--- src/rtl/unified_mem_arbiter_pkg.sv ---
`default_nettype none
// +----------------------------------------------------------------------------+
// | mem_arb_pkg: shared types and word-address helpers for unified_mem_arbiter |
// | Revision: 1.0                                                              |
// +----------------------------------------------------------------------------+
package mem_arb_pkg;

    typedef enum logic [1:0] {
        ARB_IDLE  = 2'd0,
        ARB_DATA  = 2'd1,
        ARB_FETCH = 2'd2
    } arb_state_t;

    localparam int ADDR_W   = 32;
    localparam int DATA_W   = 32;
    localparam int WORD_LSB = 2;
    localparam int TAG_W    = ADDR_W - WORD_LSB;

    function automatic logic [ADDR_W-1:0] word_to_byte(input logic [TAG_W-1:0] word);
        return {word, {WORD_LSB{1'b0}}};
    endfunction

endpackage

`default_nettype wire

--- src/rtl/unified_mem_arbiter_fetch_buf.sv ---
`default_nettype none
// +----------------------------------------------------------------------------+
// | fetch_buf: one-entry instruction buffer with hit compare, fill, invalidate |
// | Revision: 1.0                                                              |
// +----------------------------------------------------------------------------+
module fetch_buf
    import mem_arb_pkg::*;
(
    input  logic              clk,
    input  logic              reset,
    input  logic              fill_i,
    input  logic [TAG_W-1:0]  fill_tag_i,
    input  logic [DATA_W-1:0] fill_data_i,
    input  logic              inv_i,
    input  logic [TAG_W-1:0]  inv_tag_i,
    input  logic [TAG_W-1:0]  lookup_tag_i,
    output logic              hit_o,
    output logic [DATA_W-1:0] data_o
);

    logic              valid_q;
    logic [TAG_W-1:0]  tag_q;
    logic [DATA_W-1:0] data_q;

    always_ff @(posedge clk or posedge reset) begin
        if (reset) begin
            valid_q <= 1'b0;
            tag_q   <= '0;
            data_q  <= '0;
        end else if (fill_i) begin
            valid_q <= 1'b1;
            tag_q   <= fill_tag_i;
            data_q  <= fill_data_i;
        end else if (inv_i && (inv_tag_i == tag_q)) begin
            // a store to the buffered word makes the copy stale
            valid_q <= 1'b0;
        end
    end

    assign hit_o  = valid_q && (tag_q == lookup_tag_i);
    assign data_o = data_q;

endmodule

`default_nettype wire

--- src/rtl/unified_mem_arbiter.sv ---
`default_nettype none
// +----------------------------------------------------------------------------+
// | unified_mem_arbiter: shares one single-port memory between fetch and data  |
// | Revision: 1.0                                                              |
// +----------------------------------------------------------------------------+
module unified_mem_arbiter
    import mem_arb_pkg::*;
#(
    parameter int          ACK_TIMEOUT = 255,
    parameter logic [31:0] ERR_DATA    = 32'h0000_0000
) (
    input  logic        clk,
    input  logic        reset,
    input  logic [31:0] if_addr,
    output logic [31:0] if_rdata,
    output logic        if_stall,
    input  logic        dm_req,
    input  logic        dm_we,
    input  logic [31:0] dm_addr,
    input  logic [31:0] dm_wdata,
    output logic [31:0] dm_rdata,
    output logic        dm_stall,
    output logic        mem_req,
    output logic        mem_we,
    output logic [31:0] mem_addr,
    output logic [31:0] mem_wdata,
    input  logic [31:0] mem_rdata,
    input  logic        mem_ack,
    output logic        bus_err
);

    localparam int WAIT_W = (ACK_TIMEOUT > 0) ? $clog2(ACK_TIMEOUT + 1) : 1;
    localparam logic [WAIT_W-1:0] WAIT_LAST =
        (ACK_TIMEOUT > 0) ? WAIT_W'(ACK_TIMEOUT - 1) : '0;

    arb_state_t        state_q, state_d;
    logic              mem_req_q, mem_req_d;
    logic              mem_we_q, mem_we_d;
    logic [TAG_W-1:0]  mem_addr_q, mem_addr_d;
    logic [DATA_W-1:0] mem_wdata_q, mem_wdata_d;
    logic [DATA_W-1:0] dm_rdata_q, dm_rdata_d;
    logic              dm_done_q, dm_done_d;
    logic              bus_err_q, bus_err_d;
    logic [WAIT_W-1:0] wait_q, wait_d;

    logic              fb_hit;
    logic              fb_fill;
    logic              fb_inv;
    logic              timeout;
    logic              complete;
    logic [DATA_W-1:0] resp_data;
    logic              unused_lsbs;

    assign unused_lsbs = ^{if_addr[WORD_LSB-1:0], dm_addr[WORD_LSB-1:0]};

    fetch_buf u_fetch_buf (
        .clk          (clk),
        .reset        (reset),
        .fill_i       (fb_fill),
        .fill_tag_i   (mem_addr_q),
        .fill_data_i  (resp_data),
        .inv_i        (fb_inv),
        .inv_tag_i    (mem_addr_q),
        .lookup_tag_i (if_addr[ADDR_W-1:WORD_LSB]),
        .hit_o        (fb_hit),
        .data_o       (if_rdata)
    );

    // The timeout fires on the last allowed request cycle unless a real ack arrives
    generate
        if (ACK_TIMEOUT > 0) begin : g_timeout
            assign timeout = mem_req_q && !mem_ack && (wait_q == WAIT_LAST);
        end else begin : g_no_timeout
            assign timeout = 1'b0;
        end
    endgenerate

    assign complete  = mem_req_q && (mem_ack || timeout);
    assign resp_data = mem_ack ? mem_rdata : ERR_DATA;
    assign if_stall  = !fb_hit;
    assign dm_stall  = dm_req && !dm_done_q;

    always_comb begin
        state_d     = state_q;
        mem_req_d   = mem_req_q;
        mem_we_d    = mem_we_q;
        mem_addr_d  = mem_addr_q;
        mem_wdata_d = mem_wdata_q;
        dm_rdata_d  = dm_rdata_q;
        // M advances on every edge without a stall, which retires the done flag
        dm_done_d   = dm_stall ? dm_done_q : 1'b0;
        bus_err_d   = bus_err_q | timeout;
        wait_d      = '0;
        fb_fill     = 1'b0;
        fb_inv      = 1'b0;

        if (mem_req_q && !complete) begin
            wait_d = (ACK_TIMEOUT > 0) ? wait_q + 1'b1 : '0;
        end

        case (state_q)
            ARB_IDLE: begin
                if (dm_req && !dm_done_q) begin
                    state_d     = ARB_DATA;
                    mem_req_d   = 1'b1;
                    mem_we_d    = dm_we;
                    mem_addr_d  = dm_addr[ADDR_W-1:WORD_LSB];
                    mem_wdata_d = dm_wdata;
                end else if (!fb_hit) begin
                    state_d    = ARB_FETCH;
                    mem_req_d  = 1'b1;
                    mem_we_d   = 1'b0;
                    mem_addr_d = if_addr[ADDR_W-1:WORD_LSB];
                end
            end
            ARB_DATA: begin
                if (complete) begin
                    state_d   = ARB_IDLE;
                    mem_req_d = 1'b0;
                    dm_done_d = 1'b1;
                    fb_inv    = mem_we_q;
                    if (!mem_we_q) begin
                        dm_rdata_d = resp_data;
                    end
                end
            end
            ARB_FETCH: begin
                if (complete) begin
                    state_d   = ARB_IDLE;
                    mem_req_d = 1'b0;
                    fb_fill   = 1'b1;
                end
            end
            default: begin
                state_d   = ARB_IDLE;
                mem_req_d = 1'b0;
            end
        endcase
    end

    always_ff @(posedge clk or posedge reset) begin
        if (reset) begin
            state_q     <= ARB_IDLE;
            mem_req_q   <= 1'b0;
            mem_we_q    <= 1'b0;
            mem_addr_q  <= '0;
            mem_wdata_q <= '0;
            dm_rdata_q  <= '0;
            dm_done_q   <= 1'b0;
            bus_err_q   <= 1'b0;
            wait_q      <= '0;
        end else begin
            state_q     <= state_d;
            mem_req_q   <= mem_req_d;
            mem_we_q    <= mem_we_d;
            mem_addr_q  <= mem_addr_d;
            mem_wdata_q <= mem_wdata_d;
            dm_rdata_q  <= dm_rdata_d;
            dm_done_q   <= dm_done_d;
            bus_err_q   <= bus_err_d;
            wait_q      <= wait_d;
        end
    end

    assign mem_req   = mem_req_q;
    assign mem_we    = mem_we_q;
    assign mem_addr  = word_to_byte(mem_addr_q);
    assign mem_wdata = mem_wdata_q;
    assign dm_rdata  = dm_rdata_q;
    assign bus_err   = bus_err_q;

endmodule

`default_nettype wire

--- config.mk ---
export PLATFORM = sky130hd
export DESIGN_NAME = unified_mem_arbiter
export DESIGN_NICKNAME = d
export VERILOG_FILES = /design/src/rtl/unified_mem_arbiter_pkg.sv /design/src/rtl/unified_mem_arbiter_fetch_buf.sv /design/src/rtl/unified_mem_arbiter.sv
export SDC_FILE = /design/constraint.sdc
export NUM_CORES = 1
export LEC_CHECK = 0
export BUFFER_PORTS_ARGS = -buffer_cell sky130_fd_sc_hd__buf_2
export CORE_MARGIN = 4
export CORE_UTILIZATION = 43
export DETAILED_ROUTE_END_ITERATION = 8
export GPL_ROUTABILITY_DRIVEN = 1
export HOLD_SLACK_MARGIN = 0.03
export PLACE_DENSITY = 0.7
export SETUP_SLACK_MARGIN = 0.5
export SLEW_MARGIN = 10
export SYNTH_ARGS = -nofsm -noshare
export SYNTH_HDL_FRONTEND = slang
export SYNTH_SLANG_ARGS = --single-unit
export TNS_END_PERCENT = 5
--- constraint.sdc ---
create_clock -name clk -period 7.3 [get_ports clk]
set_input_delay 0.73 -clock clk [delete_from_list [all_inputs] [get_ports clk]]
set_output_delay 0.73 -clock clk [all_outputs]
set_load 0.02 [all_outputs]
==> out/qor.log <==
INFO  route          avgViaCountPerCell=5.37
INFO  worst_setup_path timing.critical_path.cells=buf_2, xnor2_1, nand4_1, nor4_4, buf_4, nand2_1, buf_2
INFO  route          drt_iter0_markers=326
INFO  clock_network  cts_buffers=17
INFO  die            die_area=0.0210mm²
INFO  logic_synthesis ffs_w_async_s_r_synth=1.00
INFO  worst_setup_path critPathKind=input port to output pin
INFO  placed_design  place_worst_setup_slack=4.02ns
INFO  finish         final-instance-count-excl-fill=1,240
INFO  finish         filler_cell_count=1,653
INFO  sta            finalWorstSetupSlack=3.97ns
INFO  worst_setup_path cp_common_cell=buf_2
INFO  clock_network  clk_transition_reported_paths=0.07ns
INFO  logic_synthesis postSynth.topFlopCell=dfrtp_1
INFO  sta            clock_skew=0.0134ns
INFO  clock_network  post_cts.resized_instances=0
INFO  die            die_width=145µm
INFO  logic_synthesis netlist_instances=774
INFO  logic_synthesis synth_area=0.00808mm²
INFO  sta            setup_viol_count_final=0
INFO  placed_design  port_buffers=259
INFO  die            initial_core_util=0.444
INFO  logic_synthesis synth.largest_area_cell=dfrtp_1
INFO  sta            ratio_of_final_minimum_period_to_clock_period=0.456
INFO  logic_synthesis avgSynthCellArea=10.4µm²
INFO  global_routing grt_pass1_wl=35,400µm
INFO  global_routing antenna_violations_before_repair=1
INFO  clock_network  ctsLongestPathBuffers=2
INFO  worst_setup_path worst_r2r_startpoint=dm_done_q$_DFF_PP0_
INFO  power_and_ir_drop power_per_cell_area=440mW/mm²
INFO  worst_setup_path end_kind=output pin
INFO  sta            period_needed=3.33ns
INFO  run_status     outcome=complete, no violations
INFO  logic_synthesis ys_warn_count=0
INFO  logic_synthesis synthTopCellsByArea=dfrtp_1 53%, mux2_2 7.9%, nand2_1 4.7%
INFO  logic_synthesis netlist.area_leader.share=0.530
INFO  die            die_h=145µm
INFO  worst_setup_path timing.critical_path.buf_inv=3
INFO  power_and_ir_drop total_leakage_power=5.10nW
INFO  global_routing overflow=0
INFO  logic_synthesis share_of_the_yosys_chip_area_belonging_to_registers=0.530
INFO  logic_synthesis netlist-cell-type-count=35
INFO  die            design.portCount=266
INFO  placed_design  post-place-cells=1,208
INFO  route          routed_length_per_instance=17.5µm
INFO  sta            worst-slew-pin-transition=1.19ns
INFO  clock_network  tritoncts=done
INFO  worst_setup_path category_of_cells_accounting_for_the_largest_share_of_critical_path_delay=buffers and inverters
INFO  worst_setup_path cp.arrival=2.60ns
INFO  finish         design.final.nets=1,136
INFO  clock_network  post_cts_buffers=0
INFO  sta            hold_viol=0
INFO  clock_network  worst_skew_pair.late_latency=0.43ns
INFO  sta            normalized_max_slew_margin=0.206
INFO  sta            grt_setup_unrepaired=false
INFO  finish         layout_commonest_cell=buf_2
INFO  route          final_antenna_net_count=0
INFO  finish         area_added_between_synthesis_and_finish=24.4%
INFO  placed_design  gp_congestion=0.786
INFO  die            coreArea=0.0182mm²
INFO  sta            fmaxAchievable=300MHz
INFO  route          drcViolationCount=0
INFO  finish         share_of_final_layout_standard_cells_stronger_than_drive_strength_1=0.364
INFO  logic_synthesis synth_edf_count=0
INFO  worst_setup_path critPathLaunch=if_addr[4]
INFO  sta            slew_viol_final=0
INFO  route          drtPass1Iterations=4
INFO  logic_synthesis yosys_register_bits=171
INFO  worst_setup_path required_arrival_time_at_the_worst_endpoint=6.57ns
INFO  sta            setup_tns=0ns
INFO  worst_setup_path slowest_library_cell_on_the_worst_path=buf_4
INFO  worst_setup_path worst_setup_path_start_kind=input port
INFO  global_routing grt_start_max_net_pins=97
INFO  route          num_vias=6,655
INFO  power_and_ir_drop peakVddDrop=0.174mV
INFO  route          drt-total-wl=21,600µm
INFO  flow_run       cap_viol_max_count=0
INFO  clock_network  ctsHtreeMaxLevel=4
INFO  finish         diodes=0
INFO  global_routing first_global_vias=6,596
INFO  clock_network  hold_buffers=0
INFO  finish         highest_count_cells_in_the_layout_ignoring_fill_and_taps=259 x buf_2, 171 x dfrtp_1, 101 x nand2_1
INFO  clock_network  clock_tree.root_cell=clkbuf_16
INFO  clock_network  clock_sinks=171
INFO  worst_hold_path hold_path.class=input port to async pin
INFO  worst_setup_path cpPeakStageDelay=0.59ns
INFO  global_routing grtUsageTotal=0.205
INFO  die            std_cell_rows=49
INFO  worst_setup_path worst-path-max-fanout=65
INFO  sta            hold_slack=0.467ns
INFO  placed_design  hpwlAfterDp=14,900µm
==> where the power goes <==
part	switching, mW	total, mW	internal, mW
Clock	0.421	0.946	0.525
Sequential	0.321	1.66	1.34
Combinational	1.09	1.81	0.723
Total	1.83	4.42	2.59
==> final timing paths <==
check | depth (start not counted) | to | slack (ns)
worst max-delay path | 7 | if_stall | 3.97
worst min-delay path | 2 | mem_wdata[12]$_DFFE_PP0P_ | 0.47
worst max register to register | 5 | mem_wdata[13]$_DFFE_PP0P_ | 4.57
worst min register to register | 2 | dm_rdata[6]$_DFFE_PP0P_ | 0.48
max in group asynchronous | 3 | u_fetch_buf.tag_q[13]$_DFFE_PP0P_ | 5.32
min in group clk | 2 | dm_rdata[6]$_DFFE_PP0P_ | 0.48
==> cells in the mapped netlist, types with 7 or more instances <==
cell type	number
a21o_1	31
a21oi_1	32
and3_1	31
buf_2	12
buf_4	13
clkbuf_1	33
dfrtp_1	171
inv_1	7
mux2_2	57
nand2_1	102
nand3_1	65
nand4_1	41
nor2_1	8
nor4_1	7
o21ai_0	66
xnor2_1	31
xor2_1	35
==> stage by stage <==
step | total power, mW | util | area (µm²)
4_1_cts | 4.47 | 0.552 | 10100
3_5_place_dp | 3.51 | 0.518 | 9440
3_3_place_gp | 3.47 | 0.518 | 9440
6_report | 4.42 | 0.552 | 10100
2_1_floorplan | 2.87 | - | 8080
5_1_grt | 4.72 | 0.552 | 10100
==> cells by family after synthesis <==
| kind of cell | after synthesis | synth area share |
|---|---|---|
| mux | 62 | 0.0887 |
| flops | 171 | 0.530 |
| compound gates | 136 | 0.0971 |
| other cells | 1 | 0.000464 |
| xor+xnor | 66 | 0.0715 |
| fa+ha+maj | 5 | 0.00774 |
| simple gates | 265 | 0.164 |
| buf+inv | 68 | 0.0413 |
==> layout make-up <==
class                   count  area [µm²]  share of cell area
clock buffers              17         425              0.0423
clock inverters            15         193              0.0192
repair buffers            264        1330               0.133
multi-input cells         536        3500               0.348
inverters                   8        35.0             0.00348
flip-flops and latches    171        4280               0.426
well taps                 229         287              0.0285
==> flip-flops by register name, indices dropped and copies added (netlist names) <==
register and count:
mem_wdata 32, mem_we 1, wait_q 8, u_fetch_buf.data_o 32, bus_err 1, dm_done_q 1
state_q 2, u_fetch_buf.valid_q 1, u_fetch_buf.tag_q 30, mem_req 1, dm_rdata 32, mem_addr_q 30
==> metal layers <==
metal  routed length (µm)  GRT usage  vias up
li1                     -          -     3160
met1                 9680      0.283     3207
met2                10100      0.320      260
met3                 1510     0.0539       26
met4                  381     0.0632        2
met5                   13          0        -
==> worst reg2reg max path, delay by kind of cell (launching register included) <==
kind | cells | cell delay (ns)
buf+inv | 2 | 0.98
simple gates | 2 | 0.88
mux | 1 | 0.44
flops | 1 | 0.31
Power figures use the tool's default switching activity.
